===== config.mk =====
export PLATFORM = sky130hd
export DESIGN_NAME = rf_writeback_queue_flat
export DESIGN_NICKNAME = d
export VERILOG_FILES = /design/src/rtl/rf_writeback_queue_if.sv /design/src/rtl/rf_writeback_queue.sv /design/src/flat_wrapper.sv
export SDC_FILE = /design/constraint.sdc
export NUM_CORES = 1
export LEC_CHECK = 0
export CORE_MARGIN = 5
export CORE_UTILIZATION = 35
export DETAILED_ROUTE_END_ITERATION = 10
export PLACE_DENSITY = 0.52
export SLEW_MARGIN = 20
export SYNTH_ARGS = -nofsm -noshare
export SYNTH_HDL_FRONTEND = slang
export SYNTH_SLANG_ARGS = --single-unit

===== constraint.sdc =====
create_clock -name clk -period 5.09 [get_ports clk]
set_input_delay 1.018 -clock clk [delete_from_list [all_inputs] [get_ports clk]]
set_output_delay 1.018 -clock clk [all_outputs]
set_load 0.1 [all_outputs]

===== src/rtl/rf_writeback_queue_if.sv =====
// rf_writeback_queue_if
// Handshake and drain bundle between write-result producers, the writeback
// queue and the register file write port.
//   in_valid/in_reg/in_data/in_ready : producer push handshake
//   drain_hold                       : suppresses draining this cycle
//   writeRegSel/writeData/writeEn    : register file write port
// Modports: slave = the queue, master = the surrounding pipeline/register file.
interface rf_writeback_queue_if;
    logic        in_valid;
    logic [2:0]  in_reg;
    logic [15:0] in_data;
    logic        in_ready;
    logic        drain_hold;
    logic [2:0]  writeRegSel;
    logic [15:0] writeData;
    logic        writeEn;

    modport slave (
        input  in_valid, in_reg, in_data, drain_hold,
        output in_ready, writeRegSel, writeData, writeEn
    );

    modport master (
        output in_valid, in_reg, in_data, drain_hold,
        input  in_ready, writeRegSel, writeData, writeEn
    );
endinterface


===== src/rtl/rf_writeback_queue.sv =====
// rf_writeback_queue
// In-order writeback buffer in front of the 8x16b register file write port.
// Accepted results are stored in a circular FIFO and drained one per cycle,
// oldest first. A per-register pending mask flags registers that still have
// a queued write so hazard logic can stall their readers.
//
// Ports:
//   clk, rst        : clock, synchronous active-high reset
//   bus (slave)     : push handshake, drain_hold, register file write port
//   pending [7:0]   : bit r set while any stored entry targets register r
//   count           : number of stored entries (0..DEPTH)
//   lookup1Sel/lookup2Sel, lookup1Hit/lookup2Hit, lookup1Data/lookup2Data :
//                     forwarding queries, present only when WBQ_FWD_EN is defined
//
// Build option: define WBQ_FWD_EN to add the combinational forwarding lookup
// (youngest matching entry wins). Without it readers must stall on pending.
module rf_writeback_queue #(
    parameter int DEPTH = 4
) (
    input  logic                     clk,
    input  logic                     rst,
    rf_writeback_queue_if.slave      bus,
    output logic [7:0]               pending,
`ifdef WBQ_FWD_EN
    input  logic [2:0]               lookup1Sel,
    input  logic [2:0]               lookup2Sel,
    output logic                     lookup1Hit,
    output logic                     lookup2Hit,
    output logic [15:0]              lookup1Data,
    output logic [15:0]              lookup2Data,
`endif
    output logic [$clog2(DEPTH):0]   count
);
    localparam int PW = $clog2(DEPTH);

    logic [2:0]  reg_mem  [DEPTH];
    logic [15:0] data_mem [DEPTH];
    logic [PW-1:0] head;
    logic [PW-1:0] tail;
    logic [PW:0]   cnt;

    logic push;
    logic pop;
    logic [DEPTH-1:0] slot_valid;

    // Full blocks acceptance even if a pop happens in the same cycle, so the
    // ready path never depends on drain_hold.
    assign bus.in_ready    = (cnt != (PW+1)'(DEPTH));
    assign bus.writeEn     = (cnt != '0) & ~bus.drain_hold;
    assign bus.writeRegSel = (cnt != '0) ? reg_mem[head]  : 3'd0;
    assign bus.writeData   = (cnt != '0) ? data_mem[head] : 16'd0;
    assign count           = cnt;

    assign push = bus.in_valid & bus.in_ready & ~rst;
    assign pop  = bus.writeEn & ~rst;

    always_ff @(posedge clk) begin
        if (rst) begin
            head <= '0;
            tail <= '0;
            cnt  <= '0;
        end else begin
            if (push) tail <= tail + 1'b1;
            if (pop)  head <= head + 1'b1;
            case ({push, pop})
                2'b10:   cnt <= cnt + 1'b1;
                2'b01:   cnt <= cnt - 1'b1;
                default: cnt <= cnt;
            endcase
        end
    end

    // Storage is not reset: a slot only matters while it lies inside the
    // head..head+cnt window.
    always_ff @(posedge clk) begin
        if (push) begin
            reg_mem[tail]  <= bus.in_reg;
            data_mem[tail] <= bus.in_data;
        end
    end

    // Slot i is live when its distance from head (mod DEPTH) is below cnt.
    always_comb begin
        slot_valid = '0;
        for (int i = 0; i < DEPTH; i++) begin
            slot_valid[i] = ({1'b0, PW'(i) - head} < cnt);
        end
    end

    always_comb begin
        pending = 8'h00;
        for (int i = 0; i < DEPTH; i++) begin
            if (slot_valid[i]) pending[reg_mem[i]] = 1'b1;
        end
    end

`ifdef WBQ_FWD_EN
    // Walk from oldest to youngest so the last match seen is the youngest.
    logic [PW-1:0] fwd_idx;

    always_comb begin
        lookup1Hit  = 1'b0;
        lookup1Data = 16'd0;
        lookup2Hit  = 1'b0;
        lookup2Data = 16'd0;
        fwd_idx     = head;
        for (int k = 0; k < DEPTH; k++) begin
            fwd_idx = head + PW'(k);
            if ((PW+1)'(k) < cnt) begin
                if (reg_mem[fwd_idx] == lookup1Sel) begin
                    lookup1Hit  = 1'b1;
                    lookup1Data = data_mem[fwd_idx];
                end
                if (reg_mem[fwd_idx] == lookup2Sel) begin
                    lookup2Hit  = 1'b1;
                    lookup2Data = data_mem[fwd_idx];
                end
            end
        end
    end
`endif

endmodule


===== src/flat_wrapper.sv =====
// flat-port wrapper written by rule: the top's interface ports become plain ports
module rf_writeback_queue_flat 
#(
    parameter int DEPTH = 4
)
  (clk, rst, pending, count, bus_in_valid, bus_in_reg, bus_in_data, bus_drain_hold, bus_in_ready, bus_writeRegSel, bus_writeData, bus_writeEn);
  rf_writeback_queue_if bus_i ();
  input  logic clk;
  input  logic rst;
  output logic [7:0] pending;
  output logic [$clog2(DEPTH):0] count;
  input wire logic [$bits(bus_i.in_valid)-1:0] bus_in_valid;
  input wire logic [$bits(bus_i.in_reg)-1:0] bus_in_reg;
  input wire logic [$bits(bus_i.in_data)-1:0] bus_in_data;
  input wire logic [$bits(bus_i.drain_hold)-1:0] bus_drain_hold;
  output wire logic [$bits(bus_i.in_ready)-1:0] bus_in_ready;
  output wire logic [$bits(bus_i.writeRegSel)-1:0] bus_writeRegSel;
  output wire logic [$bits(bus_i.writeData)-1:0] bus_writeData;
  output wire logic [$bits(bus_i.writeEn)-1:0] bus_writeEn;
  assign bus_i.in_valid = bus_in_valid;
  assign bus_i.in_reg = bus_in_reg;
  assign bus_i.in_data = bus_in_data;
  assign bus_i.drain_hold = bus_drain_hold;
  assign bus_in_ready = bus_i.in_ready;
  assign bus_writeRegSel = bus_i.writeRegSel;
  assign bus_writeData = bus_i.writeData;
  assign bus_writeEn = bus_i.writeEn;
  rf_writeback_queue #(.DEPTH(DEPTH)) u_core (.clk(clk), .rst(rst), .bus(bus_i), .pending(pending), .count(count));
endmodule

==> Yosys cells after proc, flatten, opt, wreduce, memory -nomap -nowiden <==
Memories as Yosys holds them, arrays and structs flattened. A register that Yosys moved wholly into a read port is not among the register bits.
Index checks and enable logic that the tools add are counted.
{ "totals": {"reg_bits": 7, "mem_bits_rw": 76, "input_bits": 23, "elab_cells": 64, "mem_count": 2} }
{ "classes": {"n_addsub": 8, "n_lt_le_gt_ge": 12, "n_eq_ne": 3, "muxes": 21, "n_bitwise": 9, "reduce_logical": 6} }
{ "mem_list": {"columns": ["name", "words", "width", "read_ports", "rd_ports_with_merged_regs", "wr", "line", "source"], "rows": [
  ["u_core.data_mem", 4, 16, 1, 1, 1, "rf_writeback_queue.sv:37", "logic [15:0] data_mem [DEPTH];"],
  ["u_core.reg_mem", 4, 3, 5, 1, 1, "rf_writeback_queue.sv:36", "logic [2:0] reg_mem [DEPTH];"]
]} }
{ "op_table": {"columns": ["cell", "n"], "rows": [
  ["$mux W8", 4],
  ["$or A8 B8 Y8", 3],
  ["$lt A3 B4 Y1 const B", 4],
  ["$mux W16", 1],
  ["$demux W1 S3", 4],
  ["$ge A3 B1 Y1 const B", 4],
  ["$lt A2 B3 Y1", 4],
  ["$mux W2", 4],
  ["$mux W1", 6],
  ["$pmux W3 S2", 1],
  ["$add A2 B1 Y2 const B", 2],
  ["$and A1 B1 Y1", 4],
  ["$logic_and A1 B1 Y1", 4],
  ["$sub A1 B2 Y2 const A", 2],
  ["$sub A2 B2 Y2 const A", 2],
  ["$add A3 B1 Y3 const B", 1],
  ["$mux W3", 1],
  ["$ne A3 B3 Y1 const B", 1],
  ["$reduce_bool A3 Y1", 1],
  ["$sub A3 B1 Y3 const B", 1],
  ["$eq A2 B1 Y1 const B", 1],
  ["$eq A2 B2 Y1 const B", 1],
  ["$not A1 Y1", 2],
  ["$reduce_bool A2 Y1", 1]
]} }

==> Logic depth before layout (Yosys ltp) <==
{ "logic_depth": {"ltp_word": 11, "depth_mapped": 11, "depth_no_buf": 10} }

==> Worst setup path after synthesis <==
No wires, ideal clock.
{ "synth_timing": {"path_kind": "flip-flop to output port", "startpoint": "register u_core.cnt[1] (netlist: u_core.count[1])", "endpoint": "output pending[5]", "arrival_ns": 5.325, "required_ns": 4.072, "path_slack_ns": -1.253, "path_stages_with_launch": 6, "path_buffers": 0, "path_cell_list": "dfxtp_1 inv_1 ha_1 inv_1 o311ai_2 o311ai_0"} }
{ "synth_via": {"elab_chain_len": 8} }
{ "synth_lines": {"columns": ["element", "line", "source"], "rows": [
  ["start: declaration", "rf_writeback_queue.sv:40", "logic [PW:0] cnt;"],
  ["start signal: assignment", "rf_writeback_queue.sv:66", "2'b10: cnt <= cnt + 1'b1;"],
  ["start signal: assignment", "rf_writeback_queue.sv:67", "2'b01: cnt <= cnt - 1'b1;"],
  ["start signal: assignment", "rf_writeback_queue.sv:68", "default: cnt <= cnt;"],
  ["$lt A2 B3 Y1", "rf_writeback_queue.sv:86", "slot_valid[i] = ({1'b0, PW'(i) - head} < cnt);"],
  ["$mux W8", "rf_writeback_queue.sv:93", "if (slot_valid[i]) pending[reg_mem[i]] = 1'b1;"],
  ["$or A8 B8 Y8 (no source line)", null, null],
  ["$mux W8", "rf_writeback_queue.sv:93", null],
  ["$or A8 B8 Y8 (no source line)", null, null],
  ["$mux W8", "rf_writeback_queue.sv:93", null],
  ["$or A8 B8 Y8 (no source line)", null, null],
  ["$mux W8 (*)", "rf_writeback_queue.sv:93", null],
  ["end: declaration", "flat_wrapper.sv:10", "output logic [7:0] pending;"]
]} }
Mark *: on every way between the ends. The rest lies on a longest branch, timed or not.

==> Final worst setup path <==
{ "layout_timing": {"startpoint": "register u_core.cnt[1] (netlist: u_core.count[1])", "endpoint": "output pending[3]"} }
The elaborated chain is that of the path after synthesis.

==> summary.txt <==
Synth
  – Post-synthesis register bit count: 85
  – Avg Inst Size Synth: 15.9 µm²
  – Top FF cell, synth: edfxtp_1
  – Synth Cell Area: between 0.003 and 0.004 mm²
  – Cell with the most instances after synthesis: edfxtp_1
  – Syn Inst Count: between 200 and 250
  – Synth area leader: edfxtp_1
  – Share of flip-flops with an asynchronous set or reset: 0
  – Syn_nets: between 200 and 300
  – Count of cell types in the netlist: 40
  – Post-synthesis sequential area ratio: 0.650
  – Synth top cells by count: edfxtp_1, nor2b_1, mux4_2, inv_1, nor2_1
  – Number of synthesized flops with an enable pin: 76
  – Synth warn: 0
  – Yosys top cell area share: 0.602
  – Top cells by area, synth: edfxtp_1, mux4_2, dfxtp_1

GRT
  – First-pass GRT wire length: roughly 12000 µm
  – Initial antenna violation count: 0
  – GR Overflow Total: 0
  – Vias in the first global route: 2284
  – Largest net degree at the start of global routing: 23
  – GRT Util Overall: 0.125

Setup path
  – Worst Path Arrival: 3.26 ns
  – Crit-path max FO: 5
  – Critical path launch point type: register
  – Setup CP Type: register to output port
  – Critical Path RT: just over 4 ns
  – CP Capture Type: output port

Pwr
  – Peak VDD IR: roughly 0.14 mV
  – Comb pwr share: 0.320
  – Leak pwr: 1.51 nW
  – Power share of the clock group: 0.243
  – Net Switching: 0.669 mW
  – Sequential share of power: 0.438
  – Switching Share: 0.362
  – Pwr Density: between 300 and 400 mW/mm²
  – Cell internal pwr: between 1 and 1.5 mW

Placed design
  – IO buf count: 54
  – Routability cong.: roughly 0.85
  – Dpl ws: between 1 and 1.5 ns
  – Dpl hpwl: approximately 5000 µm
  – DP Cell Count: roughly 430

Layout
  – Area of the multi-input gates: 0.00124 mm²
  – Finished Layout Cells: approximately 440
  – Ant diodes: 0
  – # nets final: between 300 and 400
  – Storage cell area: roughly 0.0025 mm²
  – Share of cells above drive strength 1: 0.148
  – Finished Core Util: 0.436
  – Layout area overhead: 23.6%
  – Fillers: about 1000

Die
  – Die width: around 110 µm
  – Boundary Pins: between 50 and 60
  – DIE AREA: ~0.013 mm²
  – Core Area: 0.0107 mm²
  – Starting density of the core: 0.353
  – Row count: 38
  – Die Y-Extent: roughly 110 µm

Route
  – Final WL: between 7000 and 8000 µm
  – Post-DR wirelength/cell: around 17 µm
  – DR iter-0 viols: 189
  – Post-DR vias/cell: roughly 4.9
  – Remaining DRCs: 0
  – Drt pass-1 iters: 4
  – Routed vias: between 2000 and 2500
  – Antenna-violating nets left: 0

STA
  – Setup violators final: 0
  – Max-slew violations: 0
  – Fin Setup TNS: 0 ns
  – RSZ-0062 raised after global routing: no
  – Fin. Hold Viols: 0
  – PnR worst setup slack: just over 0.8 ns
  – Max Fclk: approximately 0.23 GHz
  – Worst Clk Skew: approximately 0.015 ns
  – Worst-margin pin slew: about 1.1 ns
  – Relative slew slack: 0.285
  – Fin crit share: 0.841
  – Min cycle time layout: roughly 4.3 ns

Clocking
  – Clock transition at path regs: approximately 0.090 ns
  – Clock Latency Late Sink: ~0.35 ns
  – Post-CTS Resized: 0
  – CTS tree: built
  – Max clock buf depth: 2
  – Post-CTS setup repair buffer count: 0
  – H-Tree Level Count: 3
  – # hold bufs at CTS: 0
  – Num CTS Buffers: 9
  – Root buffer cell: clkbuf_8
  – Clk sinks: 85

Min path
  – Worst Hold Class: register to register

Status
  – Status: finished, final reports clean

Job
  – Max Cap Viol: 0
[metal layers]
layer  routed length, µm  up-vias  global-route usage  part of all wire
met5                   0        -                   0                 0
met4                 110        0              0.0515             0.014
met3                 367       10              0.0354             0.048
met2                3970       69               0.207              0.52
met1                3180     1077               0.154              0.42
li1                    -     1038                   -                 -
[cell type report]
class,count,share of cell area
clock inverter,6,0.0115
multi-input combinational,130,0.265
timing repair buffer,57,0.121
tap,140,0.0374
sequential,85,0.526
inverter,16,0.0128
clock buffer,10,0.0272
[state kept, by name, indices dropped and copies added (netlist names), named ones only]
name / flops
u_core.head: 2
u_core.data_mem: 64
u_core.tail: 2
u_core.reg_mem: 12
u_core.count: 3
[power by group through the flow]
stage / Sequential (mW) / Clock, mW / Combinational (mW)
finish: 0.809 / 0.449 / 0.591
floorplan: 0.831 / 0 / 0.443
global placement: 0.825 / 0 / 0.598
CTS: 0.811 / 0.465 / 0.599
global route: 0.814 / 0.496 / 0.621
detailed placement: 0.827 / 0 / 0.597
[layout by cell type, fill, tap and decap left out, types with 9 or more instances in the layout]
cell type / instances
edfxtp_1: 76
clkdlybuf4s50_1: 50
nor2b_1: 21
mux4_2: 19
inv_1: 16
nor2_1: 13
ha_1: 9
dfxtp_1: 9
clkbuf_8: 9
[critical path, cell delays in order, from the launching register on]
cell and delay (ns):
dfxtp_1 0.41, inv_1 0.15, ha_1 0.32, a21boi_0 0.13, o21bai_1 0.32, and2_1 0.26
a311o_1 0.19, clkdlybuf4s50_1 1.13
[through the flow]
step	cell area [µm²]	total power [mW]	hold WS (ns)
finish	4680	1.85	0.515
global route	4680	1.93	0.542
CTS	4680	1.87	0.517
detailed placement	4500	1.42	0.499
global placement	4500	1.42	0.498
floorplan	3800	1.27	0.469
[final timing paths]
kind | startpoint | to | slack (ns) | cells past startpoint
hold reg to reg | u_core.tail[1] | u_core.tail[1] | 0.52 | 2
setup reg to reg | u_core.count[2] | u_core.count[2] | 2.45 | 10
setup / recovery | u_core.count[1] | pending[3] | 0.81 | 7
hold / removal | u_core.tail[1] | u_core.tail[1] | 0.52 | 2
[logic make-up after synthesis]
group	after synthesis	synth area share
simple gates	68	0.0994
mux	19	0.113
compound gates	27	0.0624
flops	85	0.650
fa+ha+maj	10	0.0350
buf+inv	24	0.0267
xor+xnor	6	0.0139
Power figures use the tool's default switching activity.
